### config.mk
export PLATFORM = sky130hd
export DESIGN_NAME = fix_trailer_gen
export DESIGN_NICKNAME = d
export VERILOG_FILES = /design/src/rtl/fix_trailer_gen.sv
export SDC_FILE = /design/constraint.sdc
export NUM_CORES = 1
export LEC_CHECK = 0
export ABC_AREA = 1
export BUFFER_PORTS_ARGS = -buffer_cell sky130_fd_sc_hd__buf_2
export CORE_UTILIZATION = 62
export CTS_CLUSTER_DIAMETER = 80
export CTS_CLUSTER_SIZE = 24
export DETAILED_ROUTE_END_ITERATION = 12
export PLACE_DENSITY = 0.83
export RECOVER_POWER = 25
export SYNTH_ARGS = -nofsm -noshare
export SYNTH_HDL_FRONTEND = slang
export SYNTH_SLANG_ARGS = --single-unit
### constraint.sdc
create_clock -name clk -period 5 [get_ports clk]
set_input_delay 0 -clock clk [delete_from_list [all_inputs] [get_ports clk]]
set_output_delay 0 -clock clk [all_outputs]
set_load 0.02 [all_outputs]
### src/rtl/fix_trailer_gen.sv
// FIX trailer generator: passes message body through and appends the
// "10=NNN<SOH>" checksum field computed over the body bytes.
module fix_trailer_gen #(
    parameter logic [7:0] SOH_CHAR = 8'h01
) (
    input  logic       clk,
    input  logic       rst,
    input  logic [7:0] in_data_i,
    input  logic       in_valid_i,
    input  logic       in_last_i,
    output logic       in_ready_o,
    output logic [7:0] out_data_o,
    output logic       out_valid_o,
    output logic       out_last_o,
    input  logic       out_ready_i,
    output logic [7:0] checksum_o,
    output logic       checksum_valid_o,
    output logic       busy_o
);

    typedef enum logic {BODY, TRAILER} state_e;

    state_e     state_q;
    logic [2:0] idx_q;
    logic [7:0] sum_q;
    logic [7:0] fin_q;
    logic [7:0] out_data_q;
    logic       out_valid_q;
    logic       out_last_q;
    logic [7:0] chk_q;
    logic       chk_v_q;
    logic       busy_q;

    logic       load_en;
    logic       accept;
    logic       soh_acc;
    logic [7:0] sum_d;
    logic [1:0] hund;
    logic [7:0] rem;
    logic [3:0] tens;
    logic [7:0] tens10;
    logic [3:0] units;
    logic [7:0] tbyte;

    assign load_en    = !out_valid_q || out_ready_i;
    assign in_ready_o = rst && (state_q == BODY) && load_en;
    assign accept     = in_valid_i && in_ready_o;
    assign soh_acc    = out_valid_q && out_ready_i && out_last_q;
    assign sum_d      = sum_q + in_data_i;

    // Decimal digits by compare/subtract; sum_q is frozen during TRAILER.
    always_comb begin
        hund   = 2'd0;
        rem    = sum_q;
        tens   = 4'd0;
        tens10 = 8'd0;
        if (sum_q >= 8'd200) begin
            hund = 2'd2;
            rem  = sum_q - 8'd200;
        end else if (sum_q >= 8'd100) begin
            hund = 2'd1;
            rem  = sum_q - 8'd100;
        end
        for (int k = 1; k < 10; k++) begin
            if (rem >= 8'(k * 10)) begin
                tens   = 4'(k);
                tens10 = 8'(k * 10);
            end
        end
        units = 4'(rem - tens10);
    end

    always_comb begin
        tbyte = SOH_CHAR;
        unique case (idx_q)
            3'd0:    tbyte = 8'h31;
            3'd1:    tbyte = 8'h30;
            3'd2:    tbyte = 8'h3D;
            3'd3:    tbyte = {6'b001100, hund};
            3'd4:    tbyte = {4'h3, tens};
            3'd5:    tbyte = {4'h3, units};
            default: tbyte = SOH_CHAR;
        endcase
    end

    always_ff @(posedge clk) begin
        if (!rst) begin
            state_q     <= BODY;
            idx_q       <= 3'd0;
            sum_q       <= 8'h00;
            fin_q       <= 8'h00;
            out_data_q  <= 8'h00;
            out_valid_q <= 1'b0;
            out_last_q  <= 1'b0;
            chk_q       <= 8'h00;
            chk_v_q     <= 1'b0;
            busy_q      <= 1'b0;
        end else begin
            chk_v_q <= 1'b0;
            if (soh_acc) begin
                chk_q   <= fin_q;
                chk_v_q <= 1'b1;
            end
            if (accept) busy_q <= 1'b1;
            else if (soh_acc) busy_q <= 1'b0;

            unique case (state_q)
                BODY: begin
                    if (accept) begin
                        out_data_q  <= in_data_i;
                        out_valid_q <= 1'b1;
                        out_last_q  <= 1'b0;
                        sum_q       <= sum_d;
                        if (in_last_i) begin
                            fin_q   <= sum_d;
                            state_q <= TRAILER;
                        end
                    end else if (out_ready_i) begin
                        out_valid_q <= 1'b0;
                        out_last_q  <= 1'b0;
                    end
                end
                TRAILER: begin
                    if (load_en) begin
                        out_data_q  <= tbyte;
                        out_valid_q <= 1'b1;
                        out_last_q  <= (idx_q == 3'd6);
                        if (idx_q == 3'd6) begin
                            state_q <= BODY;
                            idx_q   <= 3'd0;
                            sum_q   <= 8'h00;
                        end else begin
                            idx_q <= idx_q + 3'd1;
                        end
                    end
                end
                default: state_q <= BODY;
            endcase
        end
    end

    assign out_data_o       = out_data_q;
    assign out_valid_o      = out_valid_q;
    assign out_last_o       = out_last_q;
    assign checksum_o       = chk_q;
    assign checksum_valid_o = chk_v_q;
    assign busy_o           = busy_q;

endmodule

-- Word-level counts from Yosys, hierarchy flattened
Cells that the tools add are included.
- register bits after elaboration: 40
- input port bits: 13
- output and inout bits: 21
- $add $sub $neg: 5
- order comparisons: 11
- equal/unequal tests: 10
- muxes and demuxes: 46
- bitwise gates (word level): 1
- reductions and logical operators: 14
- operator list (cell ; number):
    2-to-1 mux 4 bit ; 17
    2-to-1 mux 8 bit ; 7
    one-hot mux 6 bit (6 select lines) ; 1
    greater-or-equal comparator 8 x 7 -> 1 bit (second input constant) ; 4
    one-hot mux 8 bit (2 select lines) ; 2
    greater-or-equal comparator 8 x 6 -> 1 bit (second input constant) ; 3
    greater-or-equal comparator 8 x 5 -> 1 bit (second input constant) ; 2
    2-to-1 mux 1 bit ; 14
    equality test 3 bit (second input constant) ; 3
    adder 8 bit ; 1
    greater-or-equal comparator 8 x 4 -> 1 bit (second input constant) ; 1
    greater-or-equal comparator 8 bit (second input constant) ; 1
    subtractor 8 x 7 -> 8 bit (second input constant) ; 1
    subtractor 8 bit (second input constant) ; 1
    equality test 3 x 2 -> 1 bit (second input constant) ; 2
    one-hot mux 1 bit (2 select lines) ; 3
    AND reduction 2 bit ; 3
    AND reduction 3 bit ; 2
    logical AND 1 bit ; 5
    inequality test 2 x 1 -> 1 bit (second input constant) ; 2
    subtractor 4 bit ; 1
    adder 3 x 1 -> 3 bit (second input constant) ; 1
    equality test 3 x 1 -> 1 bit (second input constant) ; 1
    logical NOT 3 bit ; 1
    8 further kinds ; 8

-- Depth between registers and ports, before layout
Gate-level depths: netlist of run 1.
- depth in word-level cells: 17
- gate-level depth with buffers: 28
- mapped depth without buffers: 28

-- Least setup slack after synthesis of run 1
Ideal clock, no wire load.
- kind: register -> register
- start: reg sum_q[2]
- end: reg out_data_q[3], in the netlist out_data_o[3]
- library setup time: 70 ps
- data arrival time: 2959 ps
- data required time: 4930 ps
- slack: 1971 ps
- stages on the path, launching flop included: 26
- path through: dfxtp_1 inv_1 ha_1 inv_1 nand4_2 nand3_4 nand2_1 nand3_2 nand2_2 o21ai_1 nand2_1 nand3_1 nand2_1 nand2_1 nand2_1 nand2_1 nand3_1 ha_1 fa_1 xor2_1 nand3_1 nand2_1 nand2_1 nand2_1 nand2_1 a21oi_1
- word-level cells in the longest chain between the ends: 17
- elaborated cells between the ends (all ways): 35
- RTL lines (item ; RTL line ; RTL):
    start: declaration ; 25 ; logic [7:0] sum_q;
    start signal: assignment ; 113 ; sum_q <= sum_d;
    subtractor 8 x 7 -> 8 bit or greater-or-equal comparator 8 x 7 -> 1 bit (tied branches) ; 62, 60 ;
    2-to-1 mux 8 bit ; 60 ; end else if (sum_q >= 8'd100) begin
    2-to-1 mux 8 bit (*) ; 57 ; if (sum_q >= 8'd200) begin
    greater-or-equal comparator 8 x 4 -> 1 bit ; 65 ; if (rem >= 8'(k * 10)) begin
    2-to-1 mux 4 bit (9 in a row) ; 65 ;
    subtractor 4 bit ; 70 ; units = 4'(rem - tens10);
    one-hot mux 6 bit (6 select lines) (*) ; 75 ; unique case (idx_q)
    2-to-1 mux 8 bit (*) ; 124 ; if (load_en) begin
    one-hot mux 8 bit (2 select lines) (*) ; 107 ; unique case (state_q)
    end signal: assignment ; 110 ; out_data_q <= in_data_i;
    end signal: assignment ; 125 ; out_data_q <= tbyte;
    end: declaration ; 27 ; logic [7:0] out_data_q;
Mark *: on every way between the ends. The rest lies on a longest branch, timed or not. The select of a mux whose other input is x is not followed.
A chain may end at the register's enable or synchronous reset.

-- Worst setup path in the final report of run 1
Same ends and word-level chain as after synthesis.

==> insert_results.sql, run 1 <==
INSERT INTO impl_metrics (metric_group, metric, value, unit) VALUES
('routing', 'detail_route.vias_per_cell', '5.46', ''),
('timing', 'fin_setup_tns', '0', 'ns'),
('floorplanning', 'die_area', '0.00439', 'mm^2'),
('routing', 'route.detailed.drc', '0', ''),
('setup_path', 'criticalPathCategory', 'reg2reg', ''),
('yosys', 'yosys.area.top_type_share', '0.313', ''),
('global_routing', 'globalRouteTotalUtil', '0.300', ''),
('place', 'place.gp.congestion', '0.882', ''),
('yosys', 'ys_ff_latch', '40', ''),
('global_routing', 'gr_overflow_total', '0', ''),
('run_status', 'result_of_the_run', 'complete, no violations', ''),
('cts', 'clk_latency', '0.29', 'ns'),
('routing', 'drt_first_pass_iters', '4', ''),
('layout', 'seqCellArea', '801', 'um^2'),
('routing', 'drt_iter0_drc', '178', ''),
('cts', 'max-clock-path-buffers', '2', ''),
('global_routing', 'grt_pass1_wl', '10100', 'um'),
('floorplanning', 'chipWidth', '66.3', 'um'),
('cts', 'clock_tree.htree_level_count', '2', ''),
('place', 'hpwlAfterDp', '4420', 'um'),
('setup_path', 'critPathLaunch', 'sum_q[2]', ''),
('timing', 'clock.fmax', '0.288', 'GHz'),
('setup_path', 'launch_instance_of_the_worst_register_to_register_path', 'sum_q[2]', ''),
('global_routing', 'grt_antenna_before_repair', '0', ''),
('timing', 'timing.slew.headroom', '0.552', ''),
('timing', 'skew', '0.00244', 'ns'),
('yosys', 'seq_area_frac_synth', '0.313', ''),
('layout', 'layout.cells.most_common', 'sky130_fd_sc_hd__nand2_1', ''),
('yosys', 'synth_nets', '401', ''),
('cts', 'cts.sink_count', '40', ''),
('cts', 'clockRootBuffer', 'sky130_fd_sc_hd__clkbuf_8', ''),
('setup_path', 'timing.critical_path.to', 'out_data_o[3]', ''),
('timing', 'rsz0062_at_grt', 'no', ''),
('cts', 'tritoncts', 'done', ''),
('routing', 'routed_wirelength', '5770', 'um'),
('setup_path', 'end_kind', 'flop', ''),
('setup_path', 'cp_data_required_time', '5.23', 'ns'),
('timing', 'timing_hold_violations_final', '0', ''),
('yosys', 'syn-instance-count', '372', ''),
('global_routing', 'grt_pass1_vias', '2297', ''),
('yosys', 'synth_top_cells_by_area', 'sky130_fd_sc_hd__dfxtp_1 (31%), sky130_fd_sc_hd__nand2_1 (11%), sky130_fd_sc_hd__a21oi_1 (9.2%), sky130_fd_sc_hd__ha_1 (6.8%), sky130_fd_sc_hd__inv_1 (6.6%)', ''),
('yosys', 'synth_area', '0.00256', 'mm^2'),
('setup_path', 'crit-reg2reg-capture', 'out_data_o[3]', ''),
('pwr', 'ir_drop', '0.298', 'mV'),
('floorplanning', 'top_level_pins', '34', ''),
('layout', 'antennaDiodeCount', '0', ''),
('routing', 'final_antenna_violating_net_count', '0', ''),
('place', 'worst_setup_timing_slack_at_the_placement_stage', '1.58', 'ns'),
('layout', 'nFillCells', '304', ''),
('layout', 'multi_input_area', '0.00151', 'mm^2'),
('timing', 'final_worst_path_period_share', '0.694', ''),
('global_routing', 'grt_start_max_net_pins', '23', ''),
('cts', 'cts.clk_slew.worst_paths', '0.08', 'ns'),
('yosys', 'yosysWarningCount', '0', ''),
('timing', 'setup-violations-final', '0', ''),
('routing', 'vias', '2477', ''),
('setup_path', 'reg2reg_depth', '25', ''),
('setup_path', 'startpoint_type', 'flop', ''),
('layout', 'drive_above_1_share', '0.133', ''),
('layout', 'layout.cells.most_common_list', 'sky130_fd_sc_hd__nand2_1 (72), sky130_fd_sc_hd__a21oi_1 (47), sky130_fd_sc_hd__inv_1 (45), sky130_fd_sc_hd__dfxtp_1 (40), sky130_fd_sc_hd__nor2_1 (31)', ''),
('timing', 'layout_setup_ws', '1.53', 'ns'),
('pwr', 'power_density', '300', 'mW/mm^2'),
('floorplanning', 'placement_rows', '22', ''),
('yosys', 'yosysUniqueCellTypes', '38', ''),
('pwr', 'p_leak', '0.00133', 'uW'),
('place', 'number_of_port_buffers', '33', ''),
('cts', 'cts-buffers-inserted', '5', ''),
('floorplanning', 'floorplan.die.height', '66.3', 'um'),
('yosys', 'synthesis.area_per_instance', '6.88', 'um^2'),
('run', 'max_cap_viol_count', '0', ''),
('routing', 'wire_per_inst', '12.7', 'um');
cell families (layout without fill, tap and decap cells):
logic type      after synthesis  count (layout)  share of synthesized area
fa+ha+maj                    16              16                     0.0840
buf+inv                      62              96                     0.0992
xor+xnor                     12              12                     0.0410
flops                        40              40                      0.313
compound gates               94              94                      0.201
simple gates                148             148                      0.262
worst min-delay path by stage:
| stage | cells after the start | start | end |
|---|---|---|---|
| final | 3 | in_data_i[4] | out_data_o[4] |
| after CTS | 3 | in_data_i[5] | out_data_o[5] |
| after global routing | 3 | in_data_i[4] | out_data_o[4] |
| after detailed placement | 3 | in_data_i[6] | out_data_o[6] |
| after floorplan | 2 | rst | idx_q[1] |
| after global placement | 3 | in_data_i[6] | out_data_o[6] |
layer usage:
layer / wire, um / vias to the layer above / share of wire / GRT usage
li1: - / 1284 / - / -
met1: 2700 / 1112 / 0.47 / 0.404
met2: 2610 / 73 / 0.45 / 0.499
met3: 400 / 8 / 0.069 / 0.0483
met4: 63 / 0 / 0.011 / 0.0665
met5: 0 / - / 0 / 0
worst max-delay path, stage by stage (launching register included):
cell and delay, ns:
sky130_fd_sc_hd__dfxtp_1 0.46, sky130_fd_sc_hd__inv_1 0.13, sky130_fd_sc_hd__ha_1 0.24, sky130_fd_sc_hd__inv_1 0.10, sky130_fd_sc_hd__nand4_2 0.18, sky130_fd_sc_hd__nand3_4 0.19, sky130_fd_sc_hd__nand2_2 0.09, sky130_fd_sc_hd__nand2_1 0.07
sky130_fd_sc_hd__nand2_1 0.09, sky130_fd_sc_hd__o21ai_1 0.17, sky130_fd_sc_hd__nand2_1 0.07, sky130_fd_sc_hd__nand3_1 0.06, sky130_fd_sc_hd__nand2_1 0.08, sky130_fd_sc_hd__nand2_1 0.06, sky130_fd_sc_hd__nand2_1 0.05, sky130_fd_sc_hd__nand2_1 0.05
sky130_fd_sc_hd__nand3_1 0.08, sky130_fd_sc_hd__ha_1 0.21, sky130_fd_sc_hd__fa_1 0.38, sky130_fd_sc_hd__xor2_1 0.20, sky130_fd_sc_hd__nand3_1 0.10, sky130_fd_sc_hd__nand2_1 0.08, sky130_fd_sc_hd__nand2_1 0.05, sky130_fd_sc_hd__nand2_1 0.06
sky130_fd_sc_hd__nand2_1 0.05, sky130_fd_sc_hd__a21oi_1 0.12
layout make-up:
| class | instances | area share |
|---|---|---|
| Inverter | 53 | 0.0708 |
| Sequential cell | 40 | 0.281 |
| Tap cell | 48 | 0.0211 |
| Multi-Input combinational cell | 270 | 0.529 |
| Timing Repair Buffer | 35 | 0.0585 |
| Clock buffer | 5 | 0.0242 |
| Clock inverter | 3 | 0.0149 |
stage by stage:
step                hold slack [ns]  utilization  std cells  total power [uW]  cell area [um^2]
floorplan                     0.138            -        372               541              2560
global placement              0.274        0.720        444               590              2730
detailed placement            0.275        0.720        444               597              2730
CTS                          0.0364        0.754        454               855              2870
global route                 0.0655        0.749        454               908              2850
finish                       0.0495        0.749        454               853              2850
repair_timing:
| item | in CTS | in global routing |
|---|---|---|
| resized for setup | 0 | 0 |
| endpoints found under the hold margin | 2 | 0 |
| hold buffers | 2 | 0 |
| buffers inserted | 0 | 0 |
synth_stat cells:
cell	number
sky130_fd_sc_hd__o31ai_1	2
sky130_fd_sc_hd__inv_4	1
sky130_fd_sc_hd__o22ai_1	1
sky130_fd_sc_hd__nor2_2	2
sky130_fd_sc_hd__fa_1	2
sky130_fd_sc_hd__o21ai_1	4
sky130_fd_sc_hd__nand4_2	1
sky130_fd_sc_hd__nor2_1	31
sky130_fd_sc_hd__or2_2	3
sky130_fd_sc_hd__buf_4	1
sky130_fd_sc_hd__and2_1	2
sky130_fd_sc_hd__clkinv_1	2
sky130_fd_sc_hd__nor2b_4	1
sky130_fd_sc_hd__nand3_1	18
sky130_fd_sc_hd__ha_1	14
sky130_fd_sc_hd__inv_2	5
sky130_fd_sc_hd__o2111ai_1	1
sky130_fd_sc_hd__o22ai_2	1
sky130_fd_sc_hd__a31oi_2	1
sky130_fd_sc_hd__o311ai_1	1
sky130_fd_sc_hd__dfxtp_1	40
sky130_fd_sc_hd__o21ai_0	30
sky130_fd_sc_hd__xor2_1	7
sky130_fd_sc_hd__nand2_1	72
sky130_fd_sc_hd__clkbuf_1	6
sky130_fd_sc_hd__inv_1	45
sky130_fd_sc_hd__buf_6	2
sky130_fd_sc_hd__nand2_2	9
sky130_fd_sc_hd__a31oi_1	1
sky130_fd_sc_hd__a21oi_2	2
sky130_fd_sc_hd__xnor2_1	5
sky130_fd_sc_hd__a21oi_1	47
sky130_fd_sc_hd__o211ai_1	1
sky130_fd_sc_hd__a211oi_1	2
sky130_fd_sc_hd__nand3_4	1
sky130_fd_sc_hd__nor3_1	3
sky130_fd_sc_hd__nand4_1	4
sky130_fd_sc_hd__nand3_2	1
sequential cells by signal, summed over array words and instances (netlist names):
register          cells
busy_o                1
out_valid_o           1
state_q               1
checksum_o            8
sum_q                 8
idx_q                 3
out_data_o            8
checksum_valid_o      1
out_last_o            1
fin_q                 8
power by group:
group / total [uW] / switching [uW] / internal, uW / leakage [uW]
registers: 355 / 18.3 / 337 / 0.000326
logic: 238 / 151 / 87.1 / 0.000954
clock network: 259 / 112 / 148 / 0.0000541
Note: power is estimated with default switching activity, not from simulation.
==> run 2, diff against run 1 <==
ABC_AREA = 0   (was 1)
CORE_UTILIZATION = 58   (was 62)
PLACE_DENSITY = 0.78   (was 0.83)
clock period = 3.5 ns   (was 5 ns; I/O delays follow)
==> run 2 against run 1 <==
Compared with the run above:
- the run now ends with negative setup slack left
- first-iteration DRC count is 11% higher
- largest power group unchanged
- routed wire length grew 17%
- final cell count decreased by 4.0%
- utilization increased by 0.38 points
- critical path type unchanged
- critical path depth down 10
- fmax down 4.1%
- die area grew 12%
- via count is 6.1% higher
- highest routed layer unchanged
- combinational power rose by 52%
- count of clock-buffer cells in the layout grew 1
- final area rose by 17%
==> insert_results.sql, run 2 <==
INSERT INTO impl_metrics (metric_group, metric, value, unit) VALUES
('run_status', 'result_of_the_run', 'complete, but fails checks', ''),
('run_status', 'violations', 'negative setup slack', ''),
('yosys', 'synth_flop_cell', 'sky130_fd_sc_hd__dfxtp_1', ''),
('cts', 'max-clock-path-buffers', '2', ''),
('timing', 'fin_setup_tns', '-0.117', 'ns'),
('layout', 'drive_above_1_share', '0.253', ''),
('floorplanning', 'top_level_pins', '34', ''),
('place', 'place.gp.congestion', '0.870', ''),
('timing', 'worstMarginPinSlew', '0.658', 'ns'),
('yosys', 'synthDominantAreaCellType', 'sky130_fd_sc_hd__dfxtp_1', ''),
('layout', 'seqCellArea', '805', 'um^2'),
('routing', 'routed-wl-met2', '3240', 'um'),
('setup_path', 'crit_path_cell_trace', 'buf_6, or3_4, or4_4, a21o_1, and3_4, o21ai_2, a211oi_2, a2111oi_4, nor2_1, ha_2, fa_2, o311ai_2, o211ai_1, a41oi_1, o21a_1', ''),
('cts', 'clock_tree.htree_level_count', '2', ''),
('worst_hold_path', 'hold_start', 'in_data_i[7]', ''),
('global_routing', 'grt_start_max_net_pins', '45', ''),
('yosys', 'post_synth_most_frequent_cells', 'sky130_fd_sc_hd__nand2_1 (48), sky130_fd_sc_hd__dfxtp_1 (40), sky130_fd_sc_hd__a21boi_0 (19), sky130_fd_sc_hd__a21oi_1 (16)', ''),
('yosys', 'ys_ff_latch', '40', ''),
('setup_path', 'startpoint_type', 'flop', ''),
('yosys', 'yosys.area_share.xor_xnor', '0.0321', ''),
('yosys', 'synth-simple-area-share', '0.233', ''),
('cts', 'clockRootBuffer', 'sky130_fd_sc_hd__clkbuf_8', ''),
('run', 'max_cap_viol_count', '0', ''),
('setup_path', 'critPathSlowestCell', 'sky130_fd_sc_hd__or3_4', ''),
('timing', 'timing.slew.headroom', '0.561', ''),
('floorplanning', 'floorplan.die.height', '70.1', 'um'),
('cts', 'clk_latency', '0.29', 'ns'),
('setup_path', 'critPathLaunch', 'sum_q[3]', ''),
('routing', 'detail_route.vias_per_cell', '6.03', ''),
('yosys', 'synth_top_cells_by_area', 'sky130_fd_sc_hd__dfxtp_1 (30%), sky130_fd_sc_hd__nand2_1 (6.7%), sky130_fd_sc_hd__ha_1 (6.5%), sky130_fd_sc_hd__a21boi_0 (5.3%), sky130_fd_sc_hd__a21oi_1 (3.0%)', ''),
('cts', 'cts.clk_slew.worst_paths', '0.08', 'ns'),
('layout', 'multi_input_area', '0.00187', 'mm^2'),
('timing', 'timing.final.max_slew_violations', '0', ''),
('routing', 'final_antenna_violating_net_count', '0', ''),
('timing', 'setup-violations-final', '1', ''),
('yosys', 'dominant_combinational_cell_family_by_area_after_synthesis', 'compound AO/OA/AOI/OAI gates', ''),
('routing', 'routed_wirelength', '6750', 'um'),
('setup_path', 'crit-reg2reg-capture', 'out_data_o[2]', ''),
('setup_path', 'timing.critical_path.to', 'out_data_o[2]', ''),
('layout', 'nFillCells', '322', ''),
('yosys', 'yosysWarningCount', '0', ''),
('yosys', 'synthesis.area_per_instance', '8.35', 'um^2'),
('floorplanning', 'chipWidth', '70.1', 'um'),
('yosys', 'cell_with_the_most_instances_after_synthesis', 'sky130_fd_sc_hd__nand2_1', ''),
('routing', 'drt_first_pass_iters', '4', ''),
('floorplanning', 'placement_rows', '24', ''),
('routing', 'route.detailed.drc', '0', ''),
('timing', 'clock.fmax', '0.276', 'GHz'),
('floorplanning', 'coreArea', '0.00441', 'mm^2'),
('global_routing', 'gr_overflow_total', '0', ''),
('timing', 'timing_hold_violations_final', '0', ''),
('yosys', 'synth_compound_gate_area_share', '0.311', ''),
('timing', 'skew', '0.00782', 'ns'),
('cts', 'cts-buffers-inserted', '5', ''),
('yosys', 'yosysUniqueCellTypes', '67', ''),
('layout', 'final_core_utilization', '0.753', ''),
('global_routing', 'grt_pass1_wl', '11100', 'um'),
('setup_path', 'criticalPathCategory', 'reg2reg', ''),
('layout', 'layout.cells.most_common_list', 'sky130_fd_sc_hd__nand2_1 (47), sky130_fd_sc_hd__dfxtp_1 (37), sky130_fd_sc_hd__buf_4 (32), sky130_fd_sc_hd__a21boi_0 (19), sky130_fd_sc_hd__buf_2 (18)', ''),
('global_routing', 'globalRouteTotalUtil', '0.282', ''),
('routing', 'wire_per_inst', '15.5', 'um'),
('timing', 'layout_setup_ws', '-0.117', 'ns'),
('worst_hold_path', 'hp-class', 'in2reg', ''),
('yosys', 'synth_area', '0.00269', 'mm^2'),
('setup_path', 'reg2reg_depth', '15', ''),
('setup_path', 'end_kind', 'flop', ''),
('place', 'hpwlAfterDp', '4920', 'um'),
('cts', 'cts.sink_count', '40', ''),
('pwr', 'power_density', '371', 'mW/mm^2'),
('timing', 'final_worst_path_period_share', '1.03', ''),
('setup_path', 'launch_instance_of_the_worst_register_to_register_path', 'sum_q[3]', ''),
('routing', 'wl_met1', '3090', 'um'),
('floorplanning', 'die_area', '0.00491', 'mm^2'),
('routing', 'dr.max_layer_used', 'met4', ''),
('routing', 'vias', '2627', ''),
('routing', 'drt_iter0_drc', '198', ''),
('pwr', 'p_leak', '0.00133', 'uW'),
('yosys', 'asyncSetResetFlopFracSynth', '0', ''),
('routing', 'route.met3.wl', '296', 'um'),
('pwr', 'ir_drop', '0.432', 'mV'),
('yosys', 'synth_enable_flop_cells', '0', ''),
('timing', 'final.min_clock_period', '3.62', 'ns'),
('floorplanning', 'initial_util', '0.609', ''),
('setup_path', 'regToRegSetupSlack', '-0.12', 'ns'),
('global_routing', 'grt_pass1_vias', '2425', ''),
('cts', 'tritoncts', 'done', ''),
('timing', 'rsz0062_at_grt', 'yes', ''),
('yosys', 'synth.area.mux_share', '0.00419', ''),
('yosys', 'yosys.area.top_type_share', '0.298', ''),
('yosys', 'syn-instance-count', '322', ''),
('global_routing', 'grt_antenna_before_repair', '0', ''),
('setup_path', 'cp_data_required_time', '3.74', 'ns'),
('layout', 'layout.cells.most_common', 'sky130_fd_sc_hd__nand2_1', ''),
('setup_path', 'slowest_delay', '0.42', 'ns'),
('yosys', 'yosys.area_share.adder', '0.0843', ''),
('yosys', 'synth_nets', '351', ''),
('setup_path', 'data_arrival_critical_path', '3.86', 'ns'),
('layout', 'antennaDiodeCount', '0', ''),
('place', 'number_of_port_buffers', '33', ''),
('yosys', 'seq_area_frac_synth', '0.298', ''),
('setup_path', 'timing.critical_path.fanout_max', '7', ''),
('layout', 'layout.nets', '412', ''),
('layout', 'area_growth_syn_to_layout', '23.7', '%');
==> run 2: cell count changes in the layout (fill, tap and decap cells not counted), sizes merged, moves of 9 or more <==
cell    previous run  this run
nand2b             0         9
o211ai             1        10
inv               51        10
a21oi             49        16
o21ai             34        13
a21boi             0        20
nand2             81        48
nor2              33        13
nor2b              1        12
buf               18        53
==> run 2: stage by stage <==
stage	std cells	power (uW)	worst slack, ns	area, um^2	hold slack [ns]
global route	436	1290	-0.274	3320	0.0254
CTS	435	1210	-0.101	3260	0.0148
floorplan	322	726	0.0220	2690	0.132
detailed placement	424	839	-0.172	3110	0.249
global placement	424	831	0.00368	3110	0.246
finish	436	1230	-0.117	3320	0.0215
==> run 2: metal layers <==
layer | up-vias | GRT usage
met5 | - | 0
met4 | 0 | 0.0933
met3 | 17 | 0.0404
met2 | 72 | 0.473
met1 | 1249 | 0.370
li1 | 1289 | -
==> run 2: what timing repair did <==
item | in CTS | in global routing
gates resized for setup | 8 | 14
buffers inserted | 1 | 1
setup endpoints to repair | 1 | 2
endpoints found under the hold margin | 2 | 0
pin swaps | 1 | 8
hold buffers | 2 | 0
==> run 2: layout make-up <==
type	instances	area share
clock buffer	6	0.0218
clock inverter	2	0.0105
inverter	10	0.0113
multi-input combinational	256	0.562
sequential	40	0.242
tap	52	0.0196
timing repair buffer	70	0.132
==> run 2: how the worst min path moves through the flow <==
stage	to	slack, ns	cells after the start
final	out_data_o[7]	0.02	3
after global routing	out_data_o[7]	0.03	3
after CTS	out_data_o[7]	0.01	3
after detailed placement	out_valid_o	0.25	2
after global placement	out_valid_o	0.25	2
after floorplan	out_valid_o	0.13	1
==> run 2: where the power goes <==
group | leakage (uW) | total (uW) | switching (uW) | internal (uW)
Combinational | 0.000951 | 361 | 196 | 165
Clock | 0.0000552 | 375 | 163 | 212
Sequential | 0.000327 | 497 | 21.1 | 476
==> run 2: kinds of logic (layout without fill, tap and decap cells) <==
logic type               Yosys count  count (layout)
XOR/XNOR                           9               9
AND/OR/NAND/NOR                  121             121
buffers and inverters             26              88
flip-flops                        40              40
multiplexers                       1               1
AO/OA/AOI/OAI                    108             108
adder cells (fa/ha/maj)           17              17
==> run 2: worst max-delay path: cells and delay by family (launching register included) <==
| family | cells | cell delay [ns] |
|---|---|---|
| adder cells (fa/ha/maj) | 2 | 0.60 |
| AO/OA/AOI/OAI | 8 | 1.40 |
| buffers and inverters | 1 | 0.13 |
| flip-flops | 1 | 0.33 |
| AND/OR/NAND/NOR | 4 | 1.09 |
==> run 3, diff against run 2 <==
SKIP_LAST_GASP = 1   (was default)
==> run 3 against run 2 <==
Compared with the run above:
- the flow still finishes with violations (negative setup slack)
- via count is 0.49% lower
- power is 1.2% lower
- final cell count is 0.23% lower
- global-route usage is 0.12 points lower
- die area stayed put
- routed wire length is 2.1% lower
- flip-flop and latch count stayed put
- critical path depth is 1 higher
- non-clock buffer count is 1 lower
- register-to-register slack worse by 0.04 ns
- final area is 1.8% lower
- largest power group unchanged
- highest routed layer unchanged
==> insert_results.sql, run 3 (synthesis results as in run 2) <==
INSERT INTO impl_metrics (metric_group, metric, value, unit) VALUES
('routing', 'vias', '2614', ''),
('global_routing', 'met3_usage', '0.0418', ''),
('cts', 'clk_latency', '0.29', 'ns'),
('setup_path', 'reg2reg_depth', '16', ''),
('place', 'placedCellCount', '424', ''),
('setup_path', 'end_kind', 'flop', ''),
('timing', 'setup-violations-final', '1', ''),
('layout', 'multi_input_area', '0.00183', 'mm^2'),
('worst_hold_path', 'hp-class', 'in2reg', ''),
('floorplanning', 'floorplan.die.height', '70.1', 'um'),
('worst_hold_path', 'holdPathStages', '3', ''),
('pwr', 'power_density', '373', 'mW/mm^2'),
('global_routing', 'grt_antenna_before_repair', '0', ''),
('routing', 'detail_route.vias_per_cell', '6.01', ''),
('timing', 'layout_setup_ws', '-0.160', 'ns'),
('global_routing', 'grt_pass1_vias', '2433', ''),
('global_routing', 'grt_use_met1', '0.365', ''),
('cts', 'clock_tree.htree_level_count', '2', ''),
('pwr', 'ir_drop', '0.429', 'mV'),
('timing', 'fin_setup_tns', '-0.160', 'ns'),
('timing', 'timing_hold_violations_final', '0', ''),
('routing', 'drt_first_pass_iters', '4', ''),
('layout', 'layout.cells.most_common', 'sky130_fd_sc_hd__nand2_1', ''),
('setup_path', 'crit-reg2reg-capture', 'out_data_o[2]', ''),
('place', 'hpwlAfterDp', '4920', 'um'),
('global_routing', 'top_usage_layer', 'met2', ''),
('place', 'worst_setup_timing_slack_at_the_placement_stage', '-0.172', 'ns'),
('setup_path', 'criticalPathCategory', 'reg2reg', ''),
('layout', 'drive_above_1_share', '0.235', ''),
('floorplanning', 'placement_rows', '24', ''),
('floorplanning', 'coreArea', '0.00441', 'mm^2'),
('layout', 'antennaDiodeCount', '0', ''),
('floorplanning', 'chipWidth', '70.1', 'um'),
('timing', 'timing.final.max_slew_violations', '0', ''),
('layout', 'layout.cells.most_common_list', 'sky130_fd_sc_hd__nand2_1 (47), sky130_fd_sc_hd__dfxtp_1 (37), sky130_fd_sc_hd__buf_4 (34), sky130_fd_sc_hd__a21boi_0 (19), sky130_fd_sc_hd__buf_2 (19)', ''),
('setup_path', 'critPathLaunch', 'sum_q[3]', ''),
('global_routing', 'grt_pass1_wl', '11100', 'um'),
('layout', 'nFillCells', '329', ''),
('worst_hold_path', 'hold-path-endpoint', 'out_data_o[7]', ''),
('routing', 'drt_iter0_drc', '148', ''),
('cts', 'cts.sink_count', '40', ''),
('layout', 'layout.nets', '411', ''),
('layout', 'seqCellArea', '805', 'um^2'),
('place', 'place.gp.congestion', '0.870', ''),
('setup_path', 'cp_data_required_time', '3.74', 'ns'),
('layout', 'fin_cells', '435', ''),
('timing', 'timing.slew.headroom', '0.569', ''),
('cts', 'tritoncts', 'done', ''),
('routing', 'routed_wirelength', '6610', 'um'),
('global_routing', 'met2_track_demand_over_resource_in_global_routing', '0.472', ''),
('timing', 'final_worst_path_period_share', '1.05', ''),
('timing', 'clock.fmax', '0.273', 'GHz'),
('timing', 'final.min_clock_period', '3.66', 'ns'),
('setup_path', 'data_arrival_critical_path', '3.90', 'ns'),
('setup_path', 'launch_instance_of_the_worst_register_to_register_path', 'sum_q[3]', ''),
('setup_path', 'regToRegSetupSlack', '-0.16', 'ns'),
('global_routing', 'globalRouteTotalUtil', '0.280', ''),
('timing', 'rsz0062_at_grt', 'yes', ''),
('place', 'number_of_port_buffers', '33', ''),
('routing', 'route.detailed.drc', '0', ''),
('pwr', 'net-switching-power', '372', 'uW'),
('cts', 'cts.clk_slew.worst_paths', '0.08', 'ns'),
('timing', 'worstMarginPinSlew', '0.647', 'ns'),
('pwr', 'p_int', '846', 'uW'),
('cts', 'clockRootBuffer', 'sky130_fd_sc_hd__clkbuf_8', ''),
('pwr', 'power.sequential.fraction', '0.407', ''),
('pwr', 'fin_total_pwr', '1220', 'uW'),
('routing', 'wire_per_inst', '15.2', 'um'),
('setup_path', 'timing.critical_path.fanout_max', '7', ''),
('run', 'max_cap_viol_count', '0', ''),
('pwr', 'switching_share', '0.306', ''),
('pwr', 'p_leak', '0.00133', 'uW'),
('run_status', 'violations', 'negative setup slack', ''),
('pwr', 'pwr-share-clk', '0.308', ''),
('setup_path', 'startpoint_type', 'flop', ''),
('cts', 'cts-buffers-inserted', '5', ''),
('worst_hold_path', 'hold_start', 'in_data_i[7]', ''),
('run_status', 'result_of_the_run', 'complete, but fails checks', ''),
('global_routing', 'gr_overflow_total', '0', ''),
('cts', 'max-clock-path-buffers', '2', ''),
('pwr', 'power.share.combinational', '0.286', ''),
('timing', 'skew', '0.00501', 'ns'),
('floorplanning', 'initial_util', '0.609', ''),
('floorplanning', 'die_area', '0.00491', 'mm^2'),
('routing', 'final_antenna_violating_net_count', '0', ''),
('floorplanning', 'top_level_pins', '34', ''),
('global_routing', 'grt_start_max_net_pins', '45', ''),
('layout', 'area_growth_syn_to_layout', '21.5', '%');
[run 3: how the worst max path moves through the flow]
stage                     slack, ns  cells past startpoint       endpoint
after floorplan                0.02                     16  out_data_o[2]
after global placement        0.004                     16  out_data_o[2]
after detailed placement      -0.17                     16  out_data_o[2]
after CTS                     -0.15                     16  out_data_o[2]
after global routing          -0.32                     19  out_data_o[2]
final                         -0.16                     16  out_data_o[2]
[run 3: through the flow]
| step | utilization | hold slack [ns] | cell area (um^2) |
|---|---|---|---|
| after floorplan | - | 0.132 | 2690 |
| after global placement | 0.704 | 0.246 | 3110 |
| after detailed placement | 0.704 | 0.249 | 3110 |
| after CTS | 0.734 | 0.0148 | 3240 |
| after global routing | 0.740 | 0.0254 | 3270 |
| final | 0.740 | 0.0273 | 3270 |
[run 3: repair_timing]
action / in CTS / in global routing
endpoints found under the hold margin: 2 / 0
hold buffers: 2 / 0
pin swaps: 1 / 4
setup endpoints to repair: 1 / 2
cloned: 0 / 0
gates resized for setup: 0 / 9
setup buffers: 1 / 0
[run 3: cell type report]
| cell class | instances | share of cell area |
|---|---|---|
| clock buffer | 6 | 0.0222 |
| clock inverter | 2 | 0.0107 |
| inverter | 10 | 0.0115 |
| multi-input combinational | 256 | 0.560 |
| sequential | 40 | 0.246 |
| tap | 52 | 0.0199 |
| timing repair buffer | 69 | 0.130 |
[run 3: power groups by stage]
stage | Sequential [uW] | Clock [uW] | Combinational (uW)
finish | 496 | 375 | 348
global route | 498 | 395 | 381
CTS | 494 | 376 | 338
detailed placement | 505 | 0 | 334
global placement | 504 | 0 | 327
floorplan | 511 | 0 | 215
[run 3: critical path, cell delays in order (launching register included)]
cell,delay (ns)
sky130_fd_sc_hd__dfxtp_2,0.32
sky130_fd_sc_hd__buf_4,0.16
sky130_fd_sc_hd__ha_1,0.19
sky130_fd_sc_hd__nor3b_4,0.16
sky130_fd_sc_hd__or4_1,0.48
sky130_fd_sc_hd__a21o_1,0.19
sky130_fd_sc_hd__and3_4,0.17
sky130_fd_sc_hd__o21ai_2,0.13
sky130_fd_sc_hd__a211oi_2,0.06
sky130_fd_sc_hd__a2111oi_4,0.32
sky130_fd_sc_hd__nor2_1,0.08
sky130_fd_sc_hd__ha_1,0.20
sky130_fd_sc_hd__fa_1,0.44
sky130_fd_sc_hd__o311ai_2,0.24
sky130_fd_sc_hd__o211ai_1,0.13
sky130_fd_sc_hd__a41oi_1,0.20
sky130_fd_sc_hd__o21a_1,0.15
[run 3: per-layer routing]
metal  share of wire  wire (um)
met5               0          0
met4           0.018        121
met3           0.044        288
met2            0.47       3140
met1            0.46       3070
